`src/rtl/branch_predict_unit.sv`:
```
// Branch prediction and next-PC select unit.
// A table of 2-bit saturating counters gives a zero-latency prediction for the
// fetch PC. The execute stage resolves branches and picks the next-PC source
// with priority interrupt > mret > opcode decode.
// Optional macro BPU_PERF_CNT_EN: enables the resolved-branch and mispredict
// counters. Without it both count outputs are tied to zero.
module branch_predict_unit #(
   parameter int XLEN        = 32,
   parameter int BHT_ENTRIES = 64,
   parameter int INDEX_LSB   = 2
) (
   input  logic            CLK,
   input  logic            RST,
   input  logic [XLEN-1:0] IF_PC,
   output logic            PRED_TAKEN,
   input  logic            EX_VALID,
   input  logic [XLEN-1:0] EX_PC,
   input  logic [31:0]     EX_INSTR,
   input  logic            EX_PRED_TAKEN,
   input  logic [XLEN-1:0] RS1,
   input  logic [XLEN-1:0] RS2,
   input  logic            INTR,
   input  logic            MRET_EXEC,
   input  logic            STALL,
   output logic [2:0]      pcSource,
   output logic            int_taken,
   output logic            flush,
   output logic [31:0]     MISPRED_CNT,
   output logic [31:0]     BRANCH_CNT
);

   localparam int IDX_W = $clog2(BHT_ENTRIES);

   localparam logic [6:0] OP_BRANCH = 7'b1100011;
   localparam logic [6:0] OP_JAL    = 7'b1101111;
   localparam logic [6:0] OP_JALR   = 7'b1100111;

   localparam logic [2:0] PCS_SEQ   = 3'd0;
   localparam logic [2:0] PCS_JALR  = 3'd1;
   localparam logic [2:0] PCS_BR    = 3'd2;
   localparam logic [2:0] PCS_JAL   = 3'd3;
   localparam logic [2:0] PCS_TRAP  = 3'd4;
   localparam logic [2:0] PCS_MRET  = 3'd5;
   localparam logic [2:0] PCS_RECOV = 3'd6;

   logic [IDX_W-1:0]         if_idx;
   logic [IDX_W-1:0]         ex_idx;
   logic [2*BHT_ENTRIES-1:0] ctr_flat;
   logic [6:0]               opcode;
   logic [2:0]               funct3;
   logic                     is_branch;
   logic                     actual_taken;
   logic                     mispred;
   logic                     update_en;

   assign if_idx = IF_PC[INDEX_LSB +: IDX_W];
   assign ex_idx = EX_PC[INDEX_LSB +: IDX_W];
   assign opcode = EX_INSTR[6:0];
   assign funct3 = EX_INSTR[14:12];

   // Only the index bits of the PCs and the opcode/funct3 fields matter.
   logic unused_bits;
   assign unused_bits = ^{IF_PC, EX_PC, EX_INSTR};

   // Prediction is the upper bit of the selected counter; counters hold 01
   // during reset so this reads 0 there.
   assign PRED_TAKEN = ctr_flat[{if_idx, 1'b1}];

   // Branch resolution, next-PC select, flush and update enable.
   always_comb begin
      is_branch    = 1'b0;
      actual_taken = 1'b0;
      pcSource     = PCS_SEQ;
      int_taken    = 1'b0;
      if (opcode == OP_BRANCH) begin
         is_branch = 1'b1;
         case (funct3)
            3'b000:  actual_taken = (RS1 == RS2);
            3'b001:  actual_taken = (RS1 != RS2);
            3'b100:  actual_taken = ($signed(RS1) <  $signed(RS2));
            3'b101:  actual_taken = ($signed(RS1) >= $signed(RS2));
            3'b110:  actual_taken = (RS1 <  RS2);
            3'b111:  actual_taken = (RS1 >= RS2);
            default: is_branch    = 1'b0;
         endcase
      end
      mispred = actual_taken ^ EX_PRED_TAKEN;

      if (INTR) begin
         pcSource  = PCS_TRAP;
         int_taken = 1'b1;
      end else if (MRET_EXEC) begin
         pcSource = PCS_MRET;
      end else if (EX_VALID) begin
         if (opcode == OP_JAL) begin
            pcSource = PCS_JAL;
         end else if (opcode == OP_JALR) begin
            pcSource = PCS_JALR;
         end else if (is_branch && mispred) begin
            pcSource = actual_taken ? PCS_BR : PCS_RECOV;
         end
      end

      flush     = (pcSource != PCS_SEQ) && !STALL;
      update_en = EX_VALID && is_branch && !STALL && !INTR && !MRET_EXEC;
   end

   // One 2-bit saturating counter per table entry.
   generate
      for (genvar gi = 0; gi < BHT_ENTRIES; gi++) begin : g_bht
         logic [1:0] ctr_q;
         logic [1:0] ctr_d;

         // Saturating step toward the resolved outcome when this entry is hit.
         always_comb begin
            ctr_d = ctr_q;
            if (update_en && (ex_idx == IDX_W'(gi))) begin
               if (actual_taken) begin
                  if (ctr_q != 2'b11) ctr_d = ctr_q + 2'd1;
               end else begin
                  if (ctr_q != 2'b00) ctr_d = ctr_q - 2'd1;
               end
            end
         end

         // Counter register, weakly not-taken out of reset.
         always_ff @(posedge CLK or posedge RST) begin
            if (RST) ctr_q <= 2'b01;
            else     ctr_q <= ctr_d;
         end

         assign ctr_flat[2*gi +: 2] = ctr_q;
      end
   endgenerate

`ifdef BPU_PERF_CNT_EN
   logic [31:0] branch_cnt_q;
   logic [31:0] branch_cnt_d;
   logic [31:0] mispred_cnt_q;
   logic [31:0] mispred_cnt_d;

   // Count every update cycle, and those whose prediction was wrong; both wrap.
   always_comb begin
      branch_cnt_d  = branch_cnt_q;
      mispred_cnt_d = mispred_cnt_q;
      if (update_en) begin
         branch_cnt_d = branch_cnt_q + 32'd1;
         if (mispred) mispred_cnt_d = mispred_cnt_q + 32'd1;
      end
   end

   // Performance count registers.
   always_ff @(posedge CLK or posedge RST) begin
      if (RST) begin
         branch_cnt_q  <= '0;
         mispred_cnt_q <= '0;
      end else begin
         branch_cnt_q  <= branch_cnt_d;
         mispred_cnt_q <= mispred_cnt_d;
      end
   end

   assign BRANCH_CNT  = branch_cnt_q;
   assign MISPRED_CNT = mispred_cnt_q;
`else
   assign BRANCH_CNT  = 32'd0;
   assign MISPRED_CNT = 32'd0;
`endif

endmodule
```
`config.mk`:
```
export PLATFORM = sky130hd
export DESIGN_NAME = branch_predict_unit
export DESIGN_NICKNAME = d
export VERILOG_FILES = /design/src/rtl/branch_predict_unit.sv
export SDC_FILE = /design/constraint.sdc
export NUM_CORES = 1
export LEC_CHECK = 0
export CORE_ASPECT_RATIO = 0.6
export CORE_MARGIN = 2
export CORE_UTILIZATION = 55
export DETAILED_ROUTE_END_ITERATION = 6
export GPL_TIMING_DRIVEN = 1
export PLACE_DENSITY = 0.88
export SLEW_MARGIN = 25
export SYNTH_ARGS = -nofsm -noshare
export SYNTH_HDL_FRONTEND = slang
export SYNTH_SLANG_ARGS = --single-unit
```
`constraint.sdc`:
```
create_clock -name CLK -period 9.2 [get_ports CLK]
set_clock_uncertainty 0.2 [all_clocks]
set_input_delay 1.38 -clock CLK [delete_from_list [all_inputs] [get_ports CLK]]
set_output_delay 1.38 -clock CLK [all_outputs]
set_load 0.05 [all_outputs]
```
==> results of run 1 <==
[kinds of logic after synthesis]
group	after synthesis	synth area share, %
other	1	0.03872
AO/OA/AOI/OAI	288	19.12
multiplexers	22	5.026
adder cells (fa/ha/maj)	32	4.134
buffers and inverters	174	10.16
AND/OR/NAND/NOR	479	27.62
flip-flops	128	33.90
[final cells by class]
class | instances | area [um^2] | share of cell area, %
multi-input cells | 885 | 5709 | 51.45
flip-flops and latches | 128 | 3283 | 29.59
repair buffers | 111 | 1092 | 9.844
clock buffers | 22 | 474.2 | 4.274
well taps | 234 | 292.8 | 2.639
inverters | 35 | 133.9 | 1.207
clock inverters | 10 | 110.1 | 0.9923
[Yosys cell counts]
cell type	count	area share [%]
or2_2	1	0.065
nor2b_1	1	0.065
nand3_2	1	0.10
nor4_1	1	0.065
o311ai_0	46	4.2
nor3_1	11	0.57
and4_1	1	0.090
a21oi_1	81	4.2
a31oi_1	2	0.13
buf_4	65	5.0
nor4_2	1	0.13
and4b_1	1	0.10
nand3b_1	1	0.078
inv_1	35	1.4
buf_6	6	0.70
nand3_1	68	3.5
mux4_2	21	4.9
a21boi_0	2	0.15
ha_1	32	4.1
o211ai_1	82	6.4
a221oi_1	1	0.090
conb_1	1	0.039
nor2_1	34	1.3
or3b_2	1	0.090
nand2_1	97	3.8
clkbuf_1	25	0.97
and3_1	6	0.39
a21o_1	2	0.15
nand2b_1	4	0.26
dfrtp_1	64	17
o21ai_0	68	3.5
buf_2	33	1.7
nand4_1	135	8.7
o31ai_1	1	0.078
o2111a_1	1	0.12
mux2i_2	1	0.14
dfstp_2	64	17
buf_1	10	0.39
o2111ai_1	2	0.18
or3_1	3	0.19
nand4b_1	1	0.090
nor3b_1	66	5.1
and2_1	45	2.9
[worst register-to-register path, delay by kind of cell (launching register included)]
kind / cells / cell delay, ns
AOI/OAI and AO/OA: 1 / 0.19
and+or+nand+nor: 2 / 0.21
DFF: 1 / 0.58
[power breakdown]
part / switching (mW) / total [mW] / internal, mW
sequential: 0.000335 / 0.565 / 0.565
combinational: 0.156 / 0.218 / 0.0622
clock: 0.261 / 0.679 / 0.418
total: 0.417 / 1.46 / 1.05
[routing by layer]
layer,global-route usage [%],vias up,part of all wire (%)
met5,0,-,0.039
met4,10.18,2,2.2
met3,6.099,59,9.2
met2,42.27,497,46
met1,39.02,4447,43
li1,-,4309,-
[stage by stage]
| step | area (um^2) | hold slack (ns) | util [%] | power [mW] | instances |
|---|---|---|---|---|---|
| floorplan | 9921 | 0.3063 | - | 0.7398 | 1187 |
| global route | 11100 | 0.3574 | 64.60 | 1.508 | 1425 |
| detailed placement | 10480 | 0.3229 | 60.99 | 0.7862 | 1392 |
| CTS | 11060 | 0.3368 | 64.39 | 1.460 | 1424 |
| finish | 11100 | 0.3374 | 64.60 | 1.462 | 1425 |
| global placement | 10480 | 0.3178 | 61.02 | 0.7841 | 1392 |
[worst paths after layout]
| path | to | slack (ns) | cells after the start |
|---|---|---|---|
| setup / recovery | pcSource[1] | 2.54 | 12 |
| hold / removal | g_bht[6].ctr_q[0] | 0.34 | 2 |
| setup reg to reg | g_bht[51].ctr_q[0] | 7.87 | 3 |
| hold reg to reg | g_bht[6].ctr_q[0] | 0.34 | 2 |
| max in group asynchronous | g_bht[10].ctr_q[1] | 6.43 | 3 |
| min in group asynchronous | g_bht[20].ctr_q[1] | 1.23 | 2 |
==> summary.txt, run 1 <==
Power Dens Cells = 131.8 nW/um^2
Max stage delay on crit path = 0.83 ns
Port bufs = 98
Routed vias/inst = 6.536
Avg Cell Area, Syn = 8.616 um^2
Largest net degree at the start of global routing = 109
CP Max Fanout = 25
Synthesized flop and latch total = 128
Mapped Cells = 1,124
Ys Warns = 0
Core Region = 17,180 um^2
Routed len/inst = 18.16 um
Area delta synth->final = 14.57%
Detail Route Antenna Nets = 0
I/O pin cnt = 237
Most frequent cells in the layout = nand4_1 (135), nand2_1 (97), clkdlybuf4s50_1 (97)
Reg-to-reg startpoint = g_bht[51].ctr_q[0]
Slew Viols, Final = 0
Dpl ws = 2.180 ns
Worst slew pin tran = 1.086 ns
Result of the run = completed
Die area = 18,720 um^2
Crit path launch type = primary input
HP Start = g_bht[6].ctr_q[0]
Fillcell total = 1,398
Initial DRC count = 1,201
Setup bufs post-CTS = 0
Std-Cell Rows = 37
Worst Setup End Kind = output pin
Most frequent CP cell = clkdlybuf4s50_1
Mapped Area = 9684 um^2
Final layout net count = 1,377
Slew headroom = 27.60%
Crit share post-route = 72.37%
CTS tree = built
H-tree level count = 4
Root Buffer = clkbuf_16
CTS Hold Bufs = 0
Final setup margin = 2.542 ns
Top flop regs = g_bht.ctr_q (128)
Total grt overflow = 0
Crit path kind = primary input to output pin
First-pass GRT wire length = 42.32 mm
Worst-skew pair later-pin latency = 0.43 ns
RSZ-0062 raised after global routing = false
Max-cap viol count = 0
Crit path buf inv count = 3
Final wirelength = 25.88 mm
CP max stage cell = clkdlybuf4s50_1
Post-synthesis cell type count = 43
DRC Markers = 0
Die height = 106.8 um
Most flops, register = g_bht.ctr_q
CTS Buffer Depth = 2
Hold Vio Cnt, Final = 0
WP data required = 7.62 ns
Min cycle time layout = 6.658 ns
DR pass1 iterations = 7
Register area share after synthesis = 33.90%
Hold WC Path Type = flop to flop
Commonest non-fill, non-tap cell in the layout = nand4_1
CP delay by family, top = simple AND/OR/NAND/NOR gates
Share of layout cells above drive strength 1 = 11.92%
Worst-path cell chain = clkdlybuf4s50_1, inv_1, ha_1, nand4_1, nor4_2, nand3_1, and3_1, or3_1, and3_4, a21o_1, a31oi_1, clkdlybuf4s50_1
Starting Density = 56.39%
Antenna cells = 0
Final TNS setup = 0 ns
CP arrival = 5.08 ns
Leak = 3.837 nW
Post-CTS sizing = 0
Max Clock Freq = 0.1502 GHz
Largest register FFs = 128
CTS Sinks = 128
Vias in the first global route = 8,602
Global placement routability congestion = 0.8439
Register clock-pin slew on the reported worst setup and hold paths = 0.06 ns
DIE WIDTH = 175.3 um
CTS Buf Count = 17
Final setup violation count = 0
Critical path origin = RS2[27]
GR Util All Layers = 27.78%
Via Count = 9,314
VDD IR-drop max = 131.2 uV
Initial antenna violation count = 1
HPWL Detailed = 16.39 mm
No activity file was read; power rests on OpenSTA's default activity.
==> inputs of run 2 (changes only) <==
--- a/config.mk
+++ b/config.mk
@@ -7,10 +7,10 @@
 export LEC_CHECK = 0
 export CORE_ASPECT_RATIO = 0.6
 export CORE_MARGIN = 2
-export CORE_UTILIZATION = 55
+export CORE_UTILIZATION = 51
 export DETAILED_ROUTE_END_ITERATION = 6
 export GPL_TIMING_DRIVEN = 1
-export PLACE_DENSITY = 0.88
+export PLACE_DENSITY = 0.82
 export SLEW_MARGIN = 25
 export SYNTH_ARGS = -nofsm -noshare
 export SYNTH_HDL_FRONTEND = slang
==> constraint.sdc (replaced) <==
create_clock -name CLK -period 6.55 [get_ports CLK]
set_clock_uncertainty 0.2 [all_clocks]
set_input_delay 0.9825 -clock CLK [delete_from_list [all_inputs] [get_ports CLK]]
set_output_delay 0.9825 -clock CLK [all_outputs]
set_load 0.05 [all_outputs]
==> run 2 against run 1 <==
The run now ends with design-rule violations left. Final area up 0.45%. Via count down 2.3%. Sequential cell count unchanged. Utilization down 3.9 points. Total power up 45%. Count of clock-buffer cells in the layout down 2. Routed wire length down 0.90%. Critical path type unchanged. Sequential share of layout area down 0.13 points. Combinational power up 40%. Clock power up 49%.
==> summary.txt, run 2 (synthesized netlist as in run 1, its figures left out) <==
RSZ-0062 raised after global routing = false
Crit path kind = primary input to output pin
Share of layout cells above drive strength 1 = 11.82%
Finished Cell Area = 11,150 um^2
Port bufs = 98
Worst Setup End Kind = output pin
Largest net degree at the start of global routing = 127
Reg2Reg Depth = 3
Routed vias/inst = 6.352
Crit path launch type = primary input
Slew Viols, Final = 0
Worst slew pin tran = 1.106 ns
Setup bufs post-CTS = 0
Slew headroom = 25.69%
Internal reg-to-reg setup slack = 5.21 ns
Crit share post-route = 87.62%
Via Count = 9,102
DIE WIDTH = 181.9 um
CTS Buffer Depth = 2
CTS Sinks = 128
Largest register FFs = 128
Most frequent cells in the layout = nand4_1 (135), clkdlybuf4s50_1 (98), nand2_1 (97)
Most flops, register = g_bht.ctr_q
Cell Area, Placed = 10,520 um^2
Final hold slack = 0.3374 ns
Max-cap viol count = 0
Global placement routability congestion = 0.8118
CTS Hold Bufs = 0
Detail Route Antenna Nets = 0
Hold Vio Cnt, Final = 0
CTS Buf Count = 17
Max Clock Freq = 0.1742 GHz
CP arrival = 4.56 ns
Reg-to-reg startpoint = g_bht[55].ctr_q[0]
First-pass GRT wire length = 41.97 mm
HPWL Detailed = 16.28 mm
Die height = 110.7 um
Area delta synth->final = 15.09%
Initial DRC count = 1,028
Final layout net count = 1,379
Final wirelength = 25.65 mm
Final setup margin = 0.8107 ns
DR pass1 iterations = 7
Hold WC Path Type = flop to flop
VDD IR-drop max = 197.3 uV
WP data required = 5.37 ns
Core Region = 18,350 um^2
Total grt overflow = 0
DRC Markers = 1
Post-CTS sizing = 0
Top flop regs = g_bht.ctr_q (128)
Result of the run = finished, violations left
Commonest non-fill, non-tap cell in the layout = nand4_1
Reg2reg end = g_bht[55].ctr_q[0]
HP Start = g_bht[15].ctr_q[0]
Starting Density = 52.77%
GR Util All Layers = 25.36%
Vias in the first global route = 8,348
CP Max Fanout = 4
Routed len/inst = 17.90 um
Initial antenna violation count = 0
Worst Hold Depth = 2
Failing checks = design-rule violations
Register clock-pin slew on the reported worst setup and hold paths = 0.05 ns
WHS Endpoint = g_bht[15].ctr_q[0]
CTS tree = built
Die area = 20,140 um^2
Antenna cells = 0
Leak = 3.877 nW
I/O pin cnt = 237
Final TNS setup = 0 ns
Min cycle time layout = 5.739 ns
H-tree level count = 4
Dpl ws = 0.8193 ns
Worst-skew pair later-pin latency = 0.43 ns
Power Dens Cells = 189.6 nW/um^2
Root Buffer = clkbuf_16
Final setup violation count = 0
Std-Cell Rows = 38
[run 2: critical path, cell delays in order]
cell	delay, ns
clkdlybuf4s50_1	0.46
inv_1	0.04
ha_1	0.32
nand4_1	0.17
nor4_2	0.43
nand3_1	0.22
and3_1	0.22
or3_1	0.34
and3_4	0.17
a21o_1	0.19
a31oi_1	0.17
clkdlybuf4s50_1	0.83
[run 2: area by class of cell]
| class | count | area, um^2 |
|---|---|---|
| clock inverters | 12 | 166.4 |
| flip-flops and latches | 128 | 3283 |
| inverters | 35 | 133.9 |
| clock buffers | 20 | 446.7 |
| repair buffers | 113 | 1110 |
| fillers | 1505 | 7207 |
| multi-input cells | 885 | 5705 |
| well taps | 240 | 300.3 |
[run 2: worst max path at each step]
stage                 start  depth (start not counted)  slack [ns]    end
global route        RS2[27]                         12        0.55  flush
CTS                 RS2[31]                         12        0.81  flush
global placement    RS2[31]                         12        0.89  flush
floorplan           RS2[31]                         12        1.51  flush
detailed placement  RS2[31]                         12        0.82  flush
finish              RS2[31]                         12        0.81  flush
[run 2: where the power goes]
group / switching, mW / total (mW) / internal (mW)
combinational: 0.218 / 0.305 / 0.0874
clock: 0.371 / 1.01 / 0.643
sequential: 0.000462 / 0.794 / 0.794
total: 0.589 / 2.11 / 1.52
[run 2: per-stage QoR]
stage | util (%) | instances | total power [mW]
CTS | 60.68 | 1433 | 2.118
global route | 60.73 | 1433 | 2.181
global placement | 57.34 | 1401 | 1.105
detailed placement | 57.34 | 1401 | 1.107
floorplan | - | 1187 | 1.039
finish | 60.73 | 1433 | 2.113
[run 2: per-layer routing]
layer  GRT usage (%)  wire length [um]
met1           36.96             11680
met4           8.978               414
met5               0                 0
met2           37.24             11220
met3           5.289              2324
